===== config.mk =====
export PLATFORM = sky130hd
export DESIGN_NAME = ex_operand_stage
export DESIGN_NICKNAME = d
export VERILOG_FILES = /design/src/rtl/ex_operand_stage.sv
export SDC_FILE = /design/constraint.sdc
export NUM_CORES = 1
export LEC_CHECK = 0
export BUFFER_PORTS_ARGS = -buffer_cell sky130_fd_sc_hd__buf_2
export CAP_MARGIN = 20
export CORE_MARGIN = 1.5
export CORE_UTILIZATION = 50
export DETAILED_ROUTE_END_ITERATION = 10
export PLACE_DENSITY = 0.82
export SETUP_SLACK_MARGIN = 0.3
export SLEW_MARGIN = 15
export SYNTH_ARGS = -nofsm -noshare
export SYNTH_HDL_FRONTEND = slang
export SYNTH_SLANG_ARGS = --single-unit

===== constraint.sdc =====
create_clock -name clk -period 3.15 [get_ports clk]
set_clock_uncertainty 0.1 [all_clocks]
set_input_delay 0.315 -clock clk [delete_from_list [all_inputs] [get_ports clk]]
set_output_delay 0.315 -clock clk [all_outputs]
set_load 0.03 [all_outputs]

===== src/rtl/ex_operand_stage.sv =====
// ID/EX register with EX-stage operand forwarding and load-use bubble insertion.
// Latency: instruction accepted at edge k drives alu_* in cycle k+1; forwarding is combinational.
// Backpressure: holds all fields while out_ready=0 or on a load-use hazard; in_ready drops accordingly.
module ex_operand_stage #(
  parameter int N = 32
) (
  input  logic         clk,
  input  logic         reset,
  input  logic         in_valid,
  output logic         in_ready,
  input  logic [N-1:0] in_rs_val,
  input  logic [N-1:0] in_rt_val,
  input  logic [4:0]   in_rs,
  input  logic [4:0]   in_rt,
  input  logic [4:0]   in_rd,
  input  logic [N-1:0] in_imm,
  input  logic         in_use_imm,
  input  logic [3:0]   in_af,
  input  logic         in_i,
  input  logic         in_we,
  input  logic         in_is_load,
  input  logic         exmem_we,
  input  logic         exmem_is_load,
  input  logic [4:0]   exmem_rd,
  input  logic [N-1:0] exmem_res,
  input  logic         memwb_we,
  input  logic [4:0]   memwb_rd,
  input  logic [N-1:0] memwb_res,
  input  logic         flush,
  input  logic         out_ready,
  output logic         out_valid,
  output logic [N-1:0] alu_a,
  output logic [N-1:0] alu_b,
  output logic [3:0]   alu_af,
  output logic         alu_i,
  output logic [N-1:0] store_data,
  output logic [4:0]   out_rd,
  output logic         out_we,
  output logic         out_is_load
);

  typedef struct packed {
    logic [N-1:0] rs_val;
    logic [N-1:0] rt_val;
    logic [N-1:0] imm;
    logic [4:0]   rs;
    logic [4:0]   rt;
    logic [4:0]   rd;
    logic         use_imm;
    logic [3:0]   af;
    logic         i;
    logic         we;
    logic         is_load;
  } fields_t;

  fields_t      q;
  fields_t      d;
  logic         valid_q;
  logic         hazard;
  logic         capture;
  logic [N-1:0] fwd_rs;
  logic [N-1:0] fwd_rt;

  // A load still in EX/MEM cannot supply its data yet; rt is checked even for
  // immediate forms, which may cost a spare bubble but never a wrong operand.
  always_comb begin
    hazard = valid_q && exmem_we && exmem_is_load && (exmem_rd != 5'd0) &&
             ((exmem_rd == q.rs) || (exmem_rd == q.rt));
  end

  // Handshake: a bubble blocks both issue and acceptance.
  always_comb begin
    out_valid = valid_q && !hazard;
    in_ready  = !valid_q || (out_ready && !hazard);
    capture   = in_valid && in_ready && !flush;
  end

  // Operand rs: youngest producer wins; register 0 is never forwarded.
  always_comb begin
    fwd_rs = q.rs_val;
    if (exmem_we && (exmem_rd == q.rs) && (q.rs != 5'd0) && !exmem_is_load)
      fwd_rs = exmem_res;
    else if (memwb_we && (memwb_rd == q.rs) && (q.rs != 5'd0))
      fwd_rs = memwb_res;
  end

  // Operand rt: same priority as rs.
  always_comb begin
    fwd_rt = q.rt_val;
    if (exmem_we && (exmem_rd == q.rt) && (q.rt != 5'd0) && !exmem_is_load)
      fwd_rt = exmem_res;
    else if (memwb_we && (memwb_rd == q.rt) && (q.rt != 5'd0))
      fwd_rt = memwb_res;
  end

  // Pack the incoming decode fields.
  always_comb begin
    d.rs_val  = in_rs_val;
    d.rt_val  = in_rt_val;
    d.imm     = in_imm;
    d.rs      = in_rs;
    d.rt      = in_rt;
    d.rd      = in_rd;
    d.use_imm = in_use_imm;
    d.af      = in_af;
    d.i       = in_i;
    d.we      = in_we;
    d.is_load = in_is_load;
  end

  // Pipeline register: reset beats flush, flush beats capture, drain clears valid.
  always_ff @(posedge clk) begin
    if (reset) begin
      valid_q <= 1'b0;
      q       <= '0;
    end else if (flush) begin
      valid_q <= 1'b0;
    end else if (capture) begin
      valid_q <= 1'b1;
      q       <= d;
    end else if (out_valid && out_ready) begin
      valid_q <= 1'b0;
    end
  end

  // Drive the ALU and downstream register from the held instruction.
  always_comb begin
    alu_a       = fwd_rs;
    alu_b       = q.use_imm ? q.imm : fwd_rt;
    store_data  = fwd_rt;
    alu_af      = q.af;
    alu_i       = q.i;
    out_rd      = q.rd;
    out_we      = q.we && out_valid;
    out_is_load = q.is_load;
  end

endmodule


==> impl_metrics.ini, run 1 <==
[outcome]
outcome = finished with violations
violations = negative setup slack

[setup_path]
critPathSlowestCell = or3_4
rr_endpoint = q[31]$_SDFFE_PP0P_
required_ns = 2.73
rr_startpoint = q[14]$_SDFFE_PP0P_
crit_type = flop to output port
ff2ff_setup_slack_ns = 0.66
cp_max_fo = 8
start_kind = flop
worstPathArrival_ns = 2.82
path_cells = buf_6 -> xor2_1 -> nor3_1 -> nand3_1 -> or3_4 -> buf_16 -> mux2_4 -> mux2_4 -> buf_6
cp-end-kind = output port
crit_end = alu_b[16]
reg2reg_depth = 10
cpPeakStageDelay_ns = 0.52
crit_start = q[14]$_SDFFE_PP0P_

[yosys]
synth_warnings = 0
yosysUniqueCellTypes = 31
synthesis.area_um2 = 7770
synth-adder-area-share = 0
synth_top_family_by_area = multiplexers
netlist_instances = 783
synthXorXnorAreaFrac = 0.0225
synth_simple_gate_area_frac = 0.228
synth.area.mux_share = 0.363
synth.ff_latch_count = 120
synth_compound_area_frac = 0.0224
synth_seq_area_share = 0.309
syn_nets = 984
syn_area_per_cell_um2 = 9.93

[layout]
final_nets = 1290
final_common_cell = buf_2
drive_gt1_frac = 0.447
instances_no_fill = 1291
area_delta_synth_final_pct = 38.7
layout_common_cells = buf_2 (241), nand2b_1 (239), mux2i_1 (151), dfxtp_1 (116), buf_6 (79)

[detailed_routing]
dr.pass1.iters = 4
drc = 0
ant_nets = 0
avgViaCountPerCell = 5.22
drtIter0Drc = 354
wire_per_inst_um = 18.4
dr_total_vias = 6739
drt_wl_total_um = 23800

[floorplan]
die_width_um = 128
rows = 45
die_area_um2 = 16300
num_io_pins = 311
initial_utilization = 0.511
core-area_um2 = 15200
die_h_um = 128

[timing]
hold_viol_final = 0
setup-tns-final_ns = -2.02
tightest_slew_ns = 1.05
worst_slack_ns = -0.0842
rsz0062_at_grt = yes
fin_crit_sh = 1.03
slew_headroom = 0.298
fmaxAchievable_ghz = 0.309
setup_violations = 33
finalCriticalPeriod_ns = 3.23
finalMaxSlewViolations = 0

[clock_tree]
cts-buffers-inserted = 17
cts_sinks = 120
clock_path_buffers = 2
cts_root_buffer = clkbuf_16
h-tree-depth = 4
clk_latency_ns = 0.41
tritoncts = built
clk_pin_slew_worst_paths_ns = 0.06

[pwr]
power_density_nw_per_um2 = 435
switching_share = 0.284
vdd_drop_max_uv = 342
pwr-share-comb = 0.211
intPower_uw = 3360
p_leak_uw = 0.00482
p_switching_uw = 1330
pwr-share-clk = 0.434
power_frac_seq = 0.355

[grt]
grt_pass1_vias = 6663
grt_first_pass_wirelength_um = 34500
overflow = 0
grt_antenna_before_repair = 0
grt_use_total = 0.277
grt_start_max_net_pins = 107

[placement]
place_inst = 1234
gp_congestion = 0.900
portBuffers = 310
place_hpwl_um = 15300

[hold_path]
hold_class = input port to flop

[flow_run]
cap_viol_max_count = 0
==> cells by family (layout without fill, tap and decap cells) <==
group                     Yosys count  after routing
AOI/OAI and AO/OA                  34             34
xor gates and xnor gates           20             20
buffers and inverters              68            387
DFF                               120            120
and+or+nand+nor                   294            294
other                               0              1
muxes                             247            247
==> critical path, delay by kind of cell, from the launching register on <==
family                 cells  cell delay, ns
multiplexers               2            0.61
flip-flops                 1            0.36
XOR/XNOR                   1            0.15
AND/OR/NAND/NOR            3            0.84
buffers and inverters      3            0.45
==> per-stage QoR <==
stage	setup slack (ns)	hold WS, ns	power, uW	util	cell area, um^2
floorplan	0.568	0.294	2260	-	7770
global placement	-0.208	0.357	2540	0.617	9380
detailed placement	-0.240	0.361	2550	0.617	9380
CTS	-0.0646	0.0280	4680	0.695	10600
global route	-0.196	0.0498	4850	0.709	10800
finish	-0.0842	0.0563	4690	0.709	10800
==> repair_timing <==
item,CTS,global route
setup endpoints to repair,78,75
buffers inserted,6,14
resized for setup,142,30
cloned,3,0
hold endpoints to repair,1,0
pin swaps,4,5
hold buffers,1,0
==> layout make-up <==
| class | instances | area, um^2 |
|---|---|---|
| Clock buffer | 17 | 425 |
| Multi-Input combinational cell | 595 | 5010 |
| Timing Repair Buffer | 355 | 2500 |
| Clock inverter | 15 | 190 |
| Sequential cell | 120 | 2410 |
| Antenna cell | 1 | 2.50 |
| Tap cell | 188 | 235 |
| Fill cell | 1084 | 4420 |
==> worst min path at each step <==
| stage | start | end | slack, ns | depth (start not counted) |
|---|---|---|---|---|
| 2_1_floorplan | flush | valid_q$_SDFFE_PP0P_ | 0.29 | 1 |
| 3_3_place_gp | alu_i$_SDFFE_PP0P_ | alu_i$_SDFFE_PP0P_ | 0.36 | 2 |
| 3_5_place_dp | out_is_load$_SDFFE_PP0P_ | out_is_load$_SDFFE_PP0P_ | 0.36 | 2 |
| 4_1_cts | in_use_imm | q[7]$_SDFFE_PP0P_ | 0.03 | 3 |
| 5_1_grt | in_rt_val[26] | q[81]$_SDFFE_PP0P_ | 0.05 | 3 |
| 6_report | in_use_imm | q[7]$_SDFFE_PP0P_ | 0.06 | 3 |
==> cell usage after synthesis, drive strengths merged <==
cell type | instances | area (um^2)
or3 | 1 | 6.26
o21ai | 32 | 160
nand3 | 2 | 10.0
dfxtp | 120 | 2400
buf | 33 | 298
mux2i | 151 | 1510
xnor2 | 12 | 105
a21oi | 1 | 5.00
nor4b | 1 | 15.0
nand4 | 2 | 12.5
and2 | 1 | 6.26
nand2 | 33 | 124
mux2 | 96 | 1310
nor4 | 1 | 12.5
nor3 | 6 | 35.0
o2111ai | 1 | 8.76
nor2b | 2 | 12.5
or4 | 3 | 26.3
nor2 | 3 | 18.8
xor2 | 8 | 70.1
nand2b | 239 | 1500
clkbuf | 35 | 131
==> registers in the layout (all words and copies together) (netlist names) <==
name,flops
out_is_load,1
q,108
alu_af,4
alu_i,1
out_rd,5
valid_q,1
==> power by group through the flow <==
stage	clock (uW)	combinational [uW]	sequential, uW
final	2040	987	1660
after global routing	2140	1040	1670
after CTS	2070	948	1660
after detailed placement	0	862	1690
after global placement	0	848	1690
after floorplan	0	593	1670
==> routing by layer <==
metal	wire, um	global-route usage	share of wire	vias to the layer above
li1	-	-	-	3250
met2	11800	0.499	0.50	283
met1	9670	0.312	0.41	3139
met3	1500	0.0630	0.063	67
met4	799	0.127	0.034	0
met5	0	0	0	-
No activity file was read; power rests on OpenSTA's default activity.
==> inputs of run 2 (changes only) <==
Settings changed: CORE_ASPECT_RATIO set to 0.7, CORE_MARGIN 1.5 to not set.
==> impl_metrics.ini, run 2 (synthesized netlist as in run 1, its figures left out) <==
[outcome]
outcome = finished with violations
violations = negative setup slack

[pwr]
p_leak_uw = 0.00483
power_density_nw_per_um2 = 423
vdd_drop_max_uv = 335

[setup_path]
required_ns = 2.73
crit_type = flop to output port
reg2reg_depth = 8
rr_startpoint = q[17]$_SDFFE_PP0P_
path_cells = or4_4 -> nor2_4 -> nor3_4 -> buf_12 -> buf_16 -> mux2_4 -> mux2_4 -> mux2_4 -> buf_6
cpPeakStageDelay_ns = 0.53
path_buf_inv = 3
cp_max_fo = 6
ff2ff_setup_slack_ns = 0.70
crit_family = multiplexers
cp_common_cell = mux2_4
worstPathArrival_ns = 2.82
start_kind = flop
rr_endpoint = q[34]$_SDFFE_PP0P_
critPathSlowestCell = or4_4
cp-end-kind = output port

[timing]
slew_headroom = 0.319
worst_hold_slack_ns = 0.0269
finalMaxSlewViolations = 0
fmaxAchievable_ghz = 0.309
setup_violations = 32
tightest_slew_ns = 1.02
worst_slack_ns = -0.0885
finalCriticalPeriod_ns = 3.24
hold_viol_final = 0
fin_crit_sh = 1.03
rsz0062_at_grt = yes

[clock_tree]
tritoncts = built
h-tree-depth = 4
clk_pin_slew_worst_paths_ns = 0.06
cts-buffers-inserted = 17
cts_sinks = 120
clk_latency_ns = 0.41
cts_root_buffer = clkbuf_16
clock_path_buffers = 2

[detailed_routing]
avgViaCountPerCell = 5.12
ant_nets = 0
drc = 0
wire_per_inst_um = 18.8
dr.pass1.iters = 5
drtIter0Drc = 450
dr_total_vias = 6620
drt_wl_total_um = 24300

[grt]
grt_first_pass_wirelength_um = 34900
grt_antenna_before_repair = 1
overflow = 0
grt_use_total = 0.289
grt_start_max_net_pins = 140
grt_pass1_vias = 6593

[placement]
gp_congestion = 0.887
dp_worst_setup_slack_ns = -0.168
place_hpwl_um = 16400
portBuffers = 310
place_inst = 1241
placed_area_um2 = 9410

[layout]
multi_input_area_um2 = 5060
final_common_cell = buf_2
final_nets = 1285
n_fill_cell = 1031
drive_gt1_frac = 0.453
regArea_um2 = 2420
area_delta_synth_final_pct = 39.7
top_register = q
instances_no_fill = 1293
design_area_um2 = 10900
largest_register_ff_count = 108
layout_common_cells = buf_2 (241), nand2b_1 (239), mux2i_1 (150), dfxtp_1 (112), mux2_4 (75)

[hold_path]
hold_end = valid_q$_SDFFE_PP0P_
min_from = flush
hold_path_depth = 2
hold_class = input port to flop

[floorplan]
initial_utilization = 0.520
num_io_pins = 311
rows = 37
core-area_um2 = 15000
die_area_um2 = 16100
die_h_um = 106
die_width_um = 151

[flow_run]
cap_viol_max_count = 0
==> run 2: changes by cell type in the layout (fill, tap and decap cells not counted), sizes merged <==
cell,before,now
buf,354,348
inv,6,0
clkbuf,17,22
clkinv,5,7
clkinvlp,1,3
bufinv,3,2
dlygate4sd3,1,0
==> run 2: area by class of cell <==
class,instances,share of cell area
antenna,1,0.000230
clock buffer,20,0.0430
clock inverter,12,0.0115
multi-input combinational,595,0.466
sequential,120,0.223
tap,195,0.0225
timing repair buffer,350,0.234
==> run 2: per-stage QoR <==
step           total power (uW)  setup TNS (ns)   util
2_1_floorplan              2260               0      -
3_3_place_gp               2550           -1.76  0.629
3_5_place_dp               2560           -3.20  0.629
4_1_cts                    4590           -2.11  0.712
5_1_grt                    4770           -3.44  0.726
6_report                   4590           -1.30  0.726
==> run 2: worst max path at each step <==
stage	from	depth (start not counted)	endpoint	slack, ns
2_1_floorplan	q[17]$_SDFFE_PP0P_	7	alu_b[0]	0.57
3_3_place_gp	memwb_rd[4]	9	alu_b[7]	-0.1
3_5_place_dp	memwb_rd[0]	9	alu_b[10]	-0.17
4_1_cts	q[14]$_SDFFE_PP0P_	9	alu_b[27]	-0.07
5_1_grt	q[13]$_SDFFE_PP0P_	9	alu_b[3]	-0.15
6_report	q[13]$_SDFFE_PP0P_	9	alu_b[3]	-0.09
==> run 2: where the power goes <==
group / total, uW / leakage, uW / internal, uW / switching [uW]
Sequential: 1670 / 0.000986 / 1600 / 68.5
Combinational: 994 / 0.00355 / 501 / 494
Clock: 1930 / 0.000288 / 1220 / 710
==> run 2: layer usage <==
metal / GRT usage / part of all wire / vias up
li1: - / - / 3235
met1: 0.350 / 0.41 / 3066
met2: 0.477 / 0.48 / 273
met3: 0.0936 / 0.082 / 46
met4: 0.107 / 0.027 / 0
met5: 0 / 0 / -
==> run 2: repair_timing <==
item | CTS | global route
endpoints found under the setup margin | 96 | 96
pin swaps | 5 | 7
cloned | 4 | 2
setup buffers | 9 | 4
hold buffers | 0 | 0
resized for setup | 153 | 43
==> inputs of run 3 (changes only) <==
Settings changed: CELL_PAD_IN_SITES_DETAIL_PLACEMENT set to 0, CELL_PAD_IN_SITES_GLOBAL_PLACEMENT set to 1, CORE_UTILIZATION 50 to 37, PLACE_DENSITY 0.82 to not set, PLACE_DENSITY_LB_ADDON set to 0.1.
==> impl_metrics.ini, run 3 (synthesized netlist as in run 1, its figures left out) <==
[outcome]
outcome = finished with violations
violations = negative setup slack

[clock_tree]
cts_root_buffer = clkbuf_16
tritoncts = built
h-tree-depth = 4
clock_path_buffers = 2
clk_pin_slew_worst_paths_ns = 0.06
clk_latency_ns = 0.42
cts_sinks = 120
cts-buffers-inserted = 17

[floorplan]
num_io_pins = 311
die_width_um = 175
die_h_um = 123
core-area_um2 = 20200
rows = 43
initial_utilization = 0.385
die_area_um2 = 21600

[timing]
finalMaxSlewViolations = 0
hold_viol_final = 0
finalCriticalPeriod_ns = 3.18
setup-tns-final_ns = -0.349
slew_headroom = 0.579
tightest_slew_ns = 0.632
rsz0062_at_grt = yes
worst_hold_slack_ns = 0.0450
worst_slack_ns = -0.0349
setup_violations = 24
fin_crit_sh = 1.01
fmaxAchievable_ghz = 0.314

[pwr]
p_leak_uw = 0.00466
total_power_uw = 4730
vdd_drop_max_uv = 281
power_density_nw_per_um2 = 453

[flow_run]
cap_viol_max_count = 0

[layout]
area_delta_synth_final_pct = 34.4
drive_gt1_frac = 0.438
top_register = q
final_nets = 1270
design_area_um2 = 10400
largest_register_ff_count = 108
layout_common_cells = buf_2 (269), nand2b_1 (239), mux2i_1 (151), dfxtp_1 (114), mux2_4 (60)
final_common_cell = buf_2

[setup_path]
worstPathArrival_ns = 2.77
crit_type = flop to output port
cp-end-kind = output port
required_ns = 2.73
cp_max_fo = 32
start_kind = flop

[detailed_routing]
dr_total_vias = 6244
ant_nets = 0
dr.pass1.iters = 4
avgViaCountPerCell = 4.60
drc = 0
drt_wl_total_um = 22600
wire_per_inst_um = 16.7
drtIter0Drc = 326

[hold_path]
hold_class = input port to flop

[grt]
overflow = 0
grt_start_max_net_pins = 108
grt_pass1_vias = 6209
grt_use_total = 0.207
grt_first_pass_wirelength_um = 34100
grt_antenna_before_repair = 7

[placement]
gp_congestion = 0.790
portBuffers = 310
place_hpwl_um = 16100
placed_area_um2 = 9490
==> run 3: cell types whose count changed in the layout (fill, tap and decap cells not counted), moves of 3 or more <==
cell,previous run,this run
buf_6,70,20
dfxtp_4,3,0
mux2_2,21,34
diode_2,1,4
buf_2,241,269
buf_4,21,34
bufinv_16,2,5
mux2_4,75,60
buf_16,4,1
==> run 3: what timing repair did <==
action,4_1_cts,5_1_grt
hold endpoints to repair,1,0
gates cloned,1,0
buffers inserted,4,1
hold buffers,1,0
gates resized for setup,63,13
pin swaps,2,2
setup endpoints to repair,93,91
==> run 3: cell type report <==
| type | instances | area [um^2] |
|---|---|---|
| Sequential cell | 120 | 2410 |
| Timing Repair Buffer | 335 | 2040 |
| Fill cell | 1943 | 9730 |
| Multi-Input combinational cell | 595 | 4990 |
| Tap cell | 270 | 338 |
| Antenna cell | 4 | 10.0 |
| Clock inverter | 12 | 198 |
| Clock buffer | 20 | 457 |
==> run 3: final timing paths <==
kind | start | to | slack, ns | depth (start not counted)
worst max register to register | q[19]$_SDFFE_PP0P_ | q[91]$_SDFFE_PP0P_ | 0.81 | 8
worst min-delay path | in_rs[4] | q[22]$_SDFFE_PP0P_ | 0.05 | 3
worst max-delay path | q[13]$_SDFFE_PP0P_ | alu_b[18] | -0.03 | 8
worst min register to register | q[75]$_SDFFE_PP0P_ | q[75]$_SDFFE_PP0P_ | 0.37 | 2
==> run 3: power by group <==
part	internal [uW]	switching [uW]	leakage, uW
Combinational	443	463	0.00336
Sequential	1600	56.5	0.000984
Clock	1440	729	0.000316
Total	3490	1250	0.00466
==> run 3: per-layer routing <==
metal,wire [um],share of wire,track usage
met1,10200,0.45,0.262
met3,1940,0.086,0.0744
met2,10100,0.45,0.325
met4,270,0.012,0.0734
met5,35,0.0015,0
==> run 3: worst max-delay path, cell delays in order, from the launching register on <==
cell and delay (ns):
dfxtp_2 0.34, or4_4 0.55, nor2_4 0.13, nor3_4 0.07
buf_12 0.20, mux2_4 0.33, mux2_4 0.27, mux2_2 0.26
buf_4 0.17
==> run 3: metrics by stage <==
step | util | worst slack, ns | std cells
2_1_floorplan | - | 0.568 | 783
3_3_place_gp | 0.470 | 0.294 | 1313
3_5_place_dp | 0.470 | 0.284 | 1313
4_1_cts | 0.515 | -0.0461 | 1351
5_1_grt | 0.518 | -0.144 | 1355
6_report | 0.518 | -0.0349 | 1356
